[config.mk]
export PLATFORM = sky130hd
export DESIGN_NAME = ps2_move_decoder
export DESIGN_NICKNAME = d
export VERILOG_FILES = /design/src/rtl/ps2_move_decoder_pkg.sv /design/src/rtl/ps2_move_decoder_rx.sv /design/src/rtl/ps2_move_decoder.sv
export SDC_FILE = /design/constraint.sdc
export NUM_CORES = 1
export LEC_CHECK = 0
export CAP_MARGIN = 15
export CELL_PAD_IN_SITES_DETAIL_PLACEMENT = 2
export CELL_PAD_IN_SITES_GLOBAL_PLACEMENT = 2
export CORE_ASPECT_RATIO = 1.75
export CORE_MARGIN = 8
export CORE_UTILIZATION = 44
export CTS_BUF_LIST = sky130_fd_sc_hd__clkbuf_2
export DETAILED_ROUTE_END_ITERATION = 8
export PLACE_DENSITY = 0.87
export SLEW_MARGIN = 20
export SYNTH_ARGS = -nofsm -noshare
export SYNTH_HDL_FRONTEND = slang
export SYNTH_HIERARCHICAL = 1
export SYNTH_SLANG_ARGS = --single-unit
[constraint.sdc]
create_clock -name clk -period 5.1 [get_ports clk]
set_clock_uncertainty 0.15 [all_clocks]
set_input_delay 1.02 -clock clk [delete_from_list [all_inputs] [get_ports clk]]
set_output_delay 1.02 -clock clk [all_outputs]
set_load 0.005 [all_outputs]
[src/rtl/ps2_move_decoder_pkg.sv]
// Shared definitions for the PS/2 move decoder: move command codes,
// scan-code set 2 constants, receiver states and the key lookup.
package ps2_move_decoder_pkg;

    // Move command codes, as consumed by the game logic
    localparam logic [2:0] MV_NONE  = 3'd0;
    localparam logic [2:0] MV_UP    = 3'd1;
    localparam logic [2:0] MV_DOWN  = 3'd2;
    localparam logic [2:0] MV_LEFT  = 3'd3;
    localparam logic [2:0] MV_RIGHT = 3'd4;
    localparam logic [2:0] MV_PLAY  = 3'd5;
    localparam logic [2:0] MV_RESET = 3'd6;

    // Scan-code set 2 prefixes
    localparam logic [7:0] SC_EXT = 8'hE0;
    localparam logic [7:0] SC_BRK = 8'hF0;

    // Plain key codes
    localparam logic [7:0] SC_W     = 8'h1D;
    localparam logic [7:0] SC_S     = 8'h1B;
    localparam logic [7:0] SC_A     = 8'h1C;
    localparam logic [7:0] SC_D     = 8'h23;
    localparam logic [7:0] SC_SPACE = 8'h29;
    localparam logic [7:0] SC_R     = 8'h2D;

    // Extended (E0-prefixed) arrow key codes
    localparam logic [7:0] SC_UP    = 8'h75;
    localparam logic [7:0] SC_DOWN  = 8'h72;
    localparam logic [7:0] SC_LEFT  = 8'h6B;
    localparam logic [7:0] SC_RIGHT = 8'h74;

    typedef enum logic [1:0] {
        RX_IDLE   = 2'd0,
        RX_DATA   = 2'd1,
        RX_PARITY = 2'd2,
        RX_STOP   = 2'd3
    } rx_state_t;

    // Translate (ext, code) to a move command; MV_NONE for unmapped keys
    function automatic logic [2:0] map_key(input logic ext, input logic [7:0] code);
        logic [2:0] m;
        m = MV_NONE;
        if (ext) begin
            case (code)
                SC_UP:    m = MV_UP;
                SC_DOWN:  m = MV_DOWN;
                SC_LEFT:  m = MV_LEFT;
                SC_RIGHT: m = MV_RIGHT;
                default:  m = MV_NONE;
            endcase
        end else begin
            case (code)
                SC_W:     m = MV_UP;
                SC_S:     m = MV_DOWN;
                SC_A:     m = MV_LEFT;
                SC_D:     m = MV_RIGHT;
                SC_SPACE: m = MV_PLAY;
                SC_R:     m = MV_RESET;
                default:  m = MV_NONE;
            endcase
        end
        return m;
    endfunction

endpackage

[src/rtl/ps2_move_decoder_rx.sv]
// PS/2 frame receiver: 2-FF synchronisers, ps2_clk glitch filter,
// start/data/parity/stop framing and a mid-frame inactivity timeout.
// Produces one byte_valid pulse per good frame, frame_err per bad one.
import ps2_move_decoder_pkg::*;

module ps2_move_decoder_rx #(
    parameter int FILTER_CYC  = 8,
    parameter int TIMEOUT_CYC = 200000
) (
    input  logic       clk,
    input  logic       rst,
    input  logic       ps2_clk,
    input  logic       ps2_data,
    output logic [7:0] rx_byte,
    output logic       byte_valid,
    output logic       frame_err
);

    localparam int FW = $clog2(FILTER_CYC + 1);
    localparam int TW = $clog2(TIMEOUT_CYC + 1);

    logic [1:0]    clk_sync;
    logic [1:0]    data_sync;
    logic          s_clk;
    logic          s_data;
    logic          filt;
    logic [FW-1:0] filt_cnt;
    logic          settle;
    logic          strobe;
    rx_state_t     state;
    logic [2:0]    bit_cnt;
    logic [7:0]    shreg;
    logic          par;
    logic [TW-1:0] to_cnt;

    assign s_clk  = clk_sync[1];
    assign s_data = data_sync[1];

    // The filtered level flips on the FILTER_CYC-th consecutive differing
    // sample; a 1->0 flip is the sample strobe for the frame FSM.
    assign settle = (s_clk != filt) && (filt_cnt == FW'(FILTER_CYC - 1));
    assign strobe = settle && filt;

    // Synchronisers idle high like the PS/2 bus so reset never fakes an edge
    always_ff @(posedge clk) begin
        if (rst) begin
            clk_sync  <= 2'b11;
            data_sync <= 2'b11;
        end else begin
            clk_sync  <= {clk_sync[0], ps2_clk};
            data_sync <= {data_sync[0], ps2_data};
        end
    end

    // Glitch filter on the synchronised ps2_clk
    always_ff @(posedge clk) begin
        if (rst) begin
            filt     <= 1'b1;
            filt_cnt <= '0;
        end else if (s_clk == filt) begin
            filt_cnt <= '0;
        end else if (settle) begin
            filt     <= s_clk;
            filt_cnt <= '0;
        end else begin
            filt_cnt <= filt_cnt + 1'b1;
        end
    end

    // Frame FSM with timeout; outputs are single-cycle registered pulses
    always_ff @(posedge clk) begin
        if (rst) begin
            state      <= RX_IDLE;
            bit_cnt    <= '0;
            shreg      <= '0;
            par        <= 1'b0;
            to_cnt     <= '0;
            rx_byte    <= '0;
            byte_valid <= 1'b0;
            frame_err  <= 1'b0;
        end else begin
            byte_valid <= 1'b0;
            frame_err  <= 1'b0;
            if (state == RX_IDLE || strobe) begin
                to_cnt <= '0;
            end else begin
                to_cnt <= to_cnt + 1'b1;
            end
            if (state != RX_IDLE && !strobe && to_cnt == TW'(TIMEOUT_CYC - 1)) begin
                state     <= RX_IDLE;
                frame_err <= 1'b1;
            end else if (strobe) begin
                case (state)
                    RX_IDLE: begin
                        if (!s_data) begin
                            state   <= RX_DATA;
                            bit_cnt <= '0;
                        end
                    end
                    RX_DATA: begin
                        shreg <= {s_data, shreg[7:1]};
                        if (bit_cnt == 3'd7) begin
                            state <= RX_PARITY;
                        end else begin
                            bit_cnt <= bit_cnt + 1'b1;
                        end
                    end
                    RX_PARITY: begin
                        par   <= s_data;
                        state <= RX_STOP;
                    end
                    RX_STOP: begin
                        state <= RX_IDLE;
                        if (s_data && (^{shreg, par})) begin
                            rx_byte    <= shreg;
                            byte_valid <= 1'b1;
                        end else begin
                            frame_err <= 1'b1;
                        end
                    end
                    default: state <= RX_IDLE;
                endcase
            end
        end
    end

endmodule

[src/rtl/ps2_move_decoder.sv]
// PS/2 keyboard to Sokoban move command decoder. Tracks E0/F0 prefixes,
// keeps a held-key bitmap so a held key produces a single move pulse.
// Optional macro TYPEMATIC_EN: every make code (including keyboard
// auto-repeat) emits a move pulse.
import ps2_move_decoder_pkg::*;

module ps2_move_decoder #(
    parameter int FILTER_CYC  = 8,
    parameter int TIMEOUT_CYC = 200000
) (
    input  logic       clk,
    input  logic       rst,
    input  logic       ps2_clk,
    input  logic       ps2_data,
    output logic [2:0] move,
    output logic       frame_err
);

    logic [7:0] rx_byte;
    logic       rx_valid;
    logic       rx_err;
    logic       ext;
    logic       brk;
    logic [6:0] held;
    logic [2:0] key;

    ps2_move_decoder_rx #(
        .FILTER_CYC (FILTER_CYC),
        .TIMEOUT_CYC(TIMEOUT_CYC)
    ) u_rx (
        .clk       (clk),
        .rst       (rst),
        .ps2_clk   (ps2_clk),
        .ps2_data  (ps2_data),
        .rx_byte   (rx_byte),
        .byte_valid(rx_valid),
        .frame_err (rx_err)
    );

    assign key       = map_key(ext, rx_byte);
    assign frame_err = rx_err;

    // Prefix tracking, held bitmap and single-cycle move pulse
    always_ff @(posedge clk) begin
        if (rst) begin
            move <= MV_NONE;
            ext  <= 1'b0;
            brk  <= 1'b0;
            held <= '0;
        end else begin
            move <= MV_NONE;
            if (rx_err) begin
                // a broken frame must not leave a dangling prefix
                ext <= 1'b0;
                brk <= 1'b0;
            end else if (rx_valid) begin
                if (rx_byte == SC_EXT) begin
                    ext <= 1'b1;
                end else if (rx_byte == SC_BRK) begin
                    brk <= 1'b1;
                end else begin
                    ext <= 1'b0;
                    brk <= 1'b0;
                    if (key != MV_NONE) begin
                        if (brk) begin
                            held[key] <= 1'b0;
                        end else begin
`ifdef TYPEMATIC_EN
                            move <= key;
`else
                            if (!held[key]) begin
                                move <= key;
                            end
`endif
                            held[key] <= 1'b1;
                        end
                    end
                end
            end
        end
    end

endmodule

==> results.md <==
| Metric | Value |
|:---|:---|
| Outcome | complete, no violations |
| Portion of synthesized cell area occupied by the leading cell type | 41.0% |
| Power after layout | 0.738 mW |
| Worst hold path stage count | 1 |
| Wire length per cell after detailed routing | 16.3 um |
| Number of antenna violations at the first check in global routing | 0 |
| Maximum fanout encountered on the critical timing path | 4 |
| Diodes inserted | 0 |
| Final Hold Slack | 0.270 ns |
| H-tree lvl count | 3 |
| Cell count after synthesis | 321 |
| Final hold vios | 0 |
| Maximum buffer depth of the clock tree | 2 |
| Buffers plus inverters on the worst setup path | 1 |
| Global-route wire length before repair | 11,700 um |
| Maximum achievable frequency | 0.379 GHz |
| Number of optimization iterations in the first detailed-route pass | 4 |
| Ys async rst share | 0% |
| CP arrival | 1.47 ns |
| Buffers inserted by post-CTS timing repair | 0 |
| Standby leakage power | 1.20 nW |
| Cells traversed along the worst timing path | clkdlybuf4s50_1 |
| Violation count after the first detailed-route iteration | 42 |
| Number of distinct standard cells referenced by the synthesized netlist | 53 |
| Slew Limit Headroom | 57.2% |
| Flip-flop and latch count after synthesis | 62 |
| Mean area per synthesized cell | 9.44 um2 |
| Leading cell types by total area after synthesis | dfxtp_1, mux2i_1, nor2_1 |
| Die outline height | 126 um |
| CTS tree | done |
| Number of warnings issued by yosys | 6 |
| Total wire length after detailed routing | 6800 um |
| HPWL after detailed placement | 5030 um |
| Required time reported for the critical path endpoint | 3.93 ns |
| Routability-driven placement congestion ratio | 0.755 |
| Delay contributed by the slowest stage of the critical path | 0.54 ns |
| Hold path start | u_rx/clk_sync[0] |
| Min-delay worst type | flip-flop to flip-flop |
| Vias after detailed routing | 2,262 |
| Minimum setup slack among reg-to-reg paths | 2.64 ns |
| Ports placed on the boundary | 8 |
| Crit path time final | 2.64 ns |
| Synthesized Nets | 334 |
| GRT Resource Usage Total | 14.8% |
| Worst setup EP type | output pin |
| Transition time at the pin with the least slew margin | 0.641 ns |
| Unrepaired setup endpoints after global routing | false |
| Top cells by count, synth | dfxtp_1, nor2_1, mux2i_1 |
| Post-route fraction of the period consumed by the critical path | 51.7% |
| Initial cell density of the core | 44.8% |
| Final setup vio count | 0 |
| Worst Setup Slack, final | 2.46 ns |
| Sinks on the clock net | 62 |
| Most instantiated library cell after synthesis | dfxtp_1 |
| Clock buffers created by TritonCTS | 9 |
| Total power divided by cell area | 230 nW/um2 |
| Clock slew seen by the registers of the worst setup and hold paths | 0.17 ns |
| Number of max-cap violations | 0 |
| Hold-fix buffers, CTS | 0 |
| Reg2Reg Depth | 6 |
| DRC Markers | 0 |
| Register area share after synthesis | 41.0% |
| Number of rows in the core area | 40 |
| Post-placement setup slack | 2.20 ns |
| Die Footprint | 9900 um2 |
| Placement-stage cell area | 3140 um2 |
| Final instance area | 3220 um2 |
| Layout cells sized above 1 | 9.34% |
| Number of buffer cells added on primary ports | 7 |
| Commonest register cell after synthesis | dfxtp_1 |
| Capture point of the worst reg-to-reg path | move[0] |
| Clock latency reported for the late side of the worst-skew pair | 0.51 ns |
| Number of global-route vias before repair | 2,510 |
| Netlist area before placement | 3030 um2 |
| Worst Hold Endpoint | u_rx/clk_sync[1] |
| Kind of cell adding the most delay to the critical path | buffers and inverters |
| P&R area growth vs syn | 6.15% |
| Slowest CP cell | clkdlybuf4s50_1 |
| Largest net degree at the start of global routing | 46 |
| Clock Root Buffer | clkbuf_2 |
| Number of flops mapped to enable cells by yosys | 0 |
| Worst vdd ir | 186 uV |
| Type of origin of the critical path | flip-flop |
| Type of the worst setup path | flip-flop to output pin |
| Reg2Reg Launch Point | u_rx/rx_byte[4] |
| Total global routing overflow | 0 |
| Via density per instance | 5.44 |
| Floorplan core area | 6760 um2 |
| Number of inserted filler cells in the final layout | 757 |
| Count of instances resized after the clock tree is built | 0 |
| Total number of nets in the final design | 340 |
| Residual antenna-violating net count after detailed routing | 0 |
| Width of the die | 78.7 um |
| Sum Neg Setup Slack | 0 ns |
| Count of final max-slew check failures | 0 |
| Cell type with the highest aggregate area in the netlist | dfxtp_1 |
## per-layer routing
metal  routed length, um  GRT usage, %  vias to the layer above
met4                 187          8.12                        0
met3                 170          4.20                       13
li1                    -             -                     1117
met1                2620          14.3                     1110
met2                3820          27.2                       22
met5                   0             0                        -
## worst max path at each step
stage,cells after the start,startpoint,endpoint
4_1_cts,1,u_rx/frame_err,frame_err
5_1_grt,1,u_rx/frame_err,frame_err
3_3_place_gp,4,rst,u_rx/to_cnt[9]
3_5_place_dp,6,rst,move[0]
6_report,1,u_rx/frame_err,frame_err
2_1_floorplan,7,u_rx/rx_byte[3],flip-flop
## logic make-up after synthesis
family                   synth area share [%]
AND/OR/NAND/NOR                          29.0
multiplexers                             8.92
buffers and inverters                    3.72
AO/OA/AOI/OAI                            5.82
adder cells (fa/ha/maj)                  3.72
XOR/XNOR                                 7.85
flip-flops                               41.0
## power breakdown
part / internal (mW) / switching [mW]
clock: 0.0604 / 0.177
sequential: 0.487 / 0.00122
combinational: 0.00614 / 0.00675
total: 0.553 / 0.185
## cell type report
cell class | instances | area (um2) | share of cell area (%)
Clock buffer | 10 | 50.0 | 1.56
Multi-Input combinational cell | 236 | 1680 | 52.1
Timing Repair Buffer | 8 | 77.6 | 2.41
Tap cell | 84 | 105 | 3.27
Inverter | 10 | 37.5 | 1.17
Sequential cell | 62 | 1240 | 38.6
Clock inverter | 6 | 28.8 | 0.895
## through the flow
stage / cells / util (%)
floorplan: 321 / -
global placement: 400 / 46.4
detailed placement: 400 / 46.4
CTS: 416 / 47.6
global route: 416 / 47.6
finish: 416 / 47.6
## state kept, by name, indices dropped and copies added, names as in the netlist, named ones only
signal	flops
u_rx/bit_cnt	3
u_rx/filt	1
u_rx/state	2
u_rx/par	1
u_rx/frame_err	1
move	3
u_rx/byte_valid	1
brk	1
u_rx/to_cnt	18
u_rx/clk_sync	2
ext	1
u_rx/filt_cnt	4
u_rx/rx_byte	8
u_rx/data_sync	2
u_rx/shreg	8
## placed cells by master, fill, tap and decap left out, types with 2 or more instances in the layout
master           netlist  layout
a211oi_1               2       2
a211o_1                2       2
and3_1                 4       4
clkdlybuf4s50_1        0       7
nand3_1               12      12
a21oi_1                8       8
clkinv_2               0       5
nor2b_1                4       4
nand4_1                7       7
xor2_1                12      12
nand2_1               12      12
nor4bb_1               2       2
xnor3_1                2       2
ha_1                   9       9
nor2_1                52      52
nor3_1                 3       3
inv_1                 10      10
nor4b_2                3       3
nand2b_1              23      23
o211ai_1               4       4
or2_2                  4       4
xnor2_1               10      10
dfxtp_1               62      62
nand3b_1               4       4
or3_1                  2       2
clkbuf_2               1      10
and3b_1                3       3
o21ai_0                2       2
mux2i_1               27      27
Power figures use the tool's default switching activity.
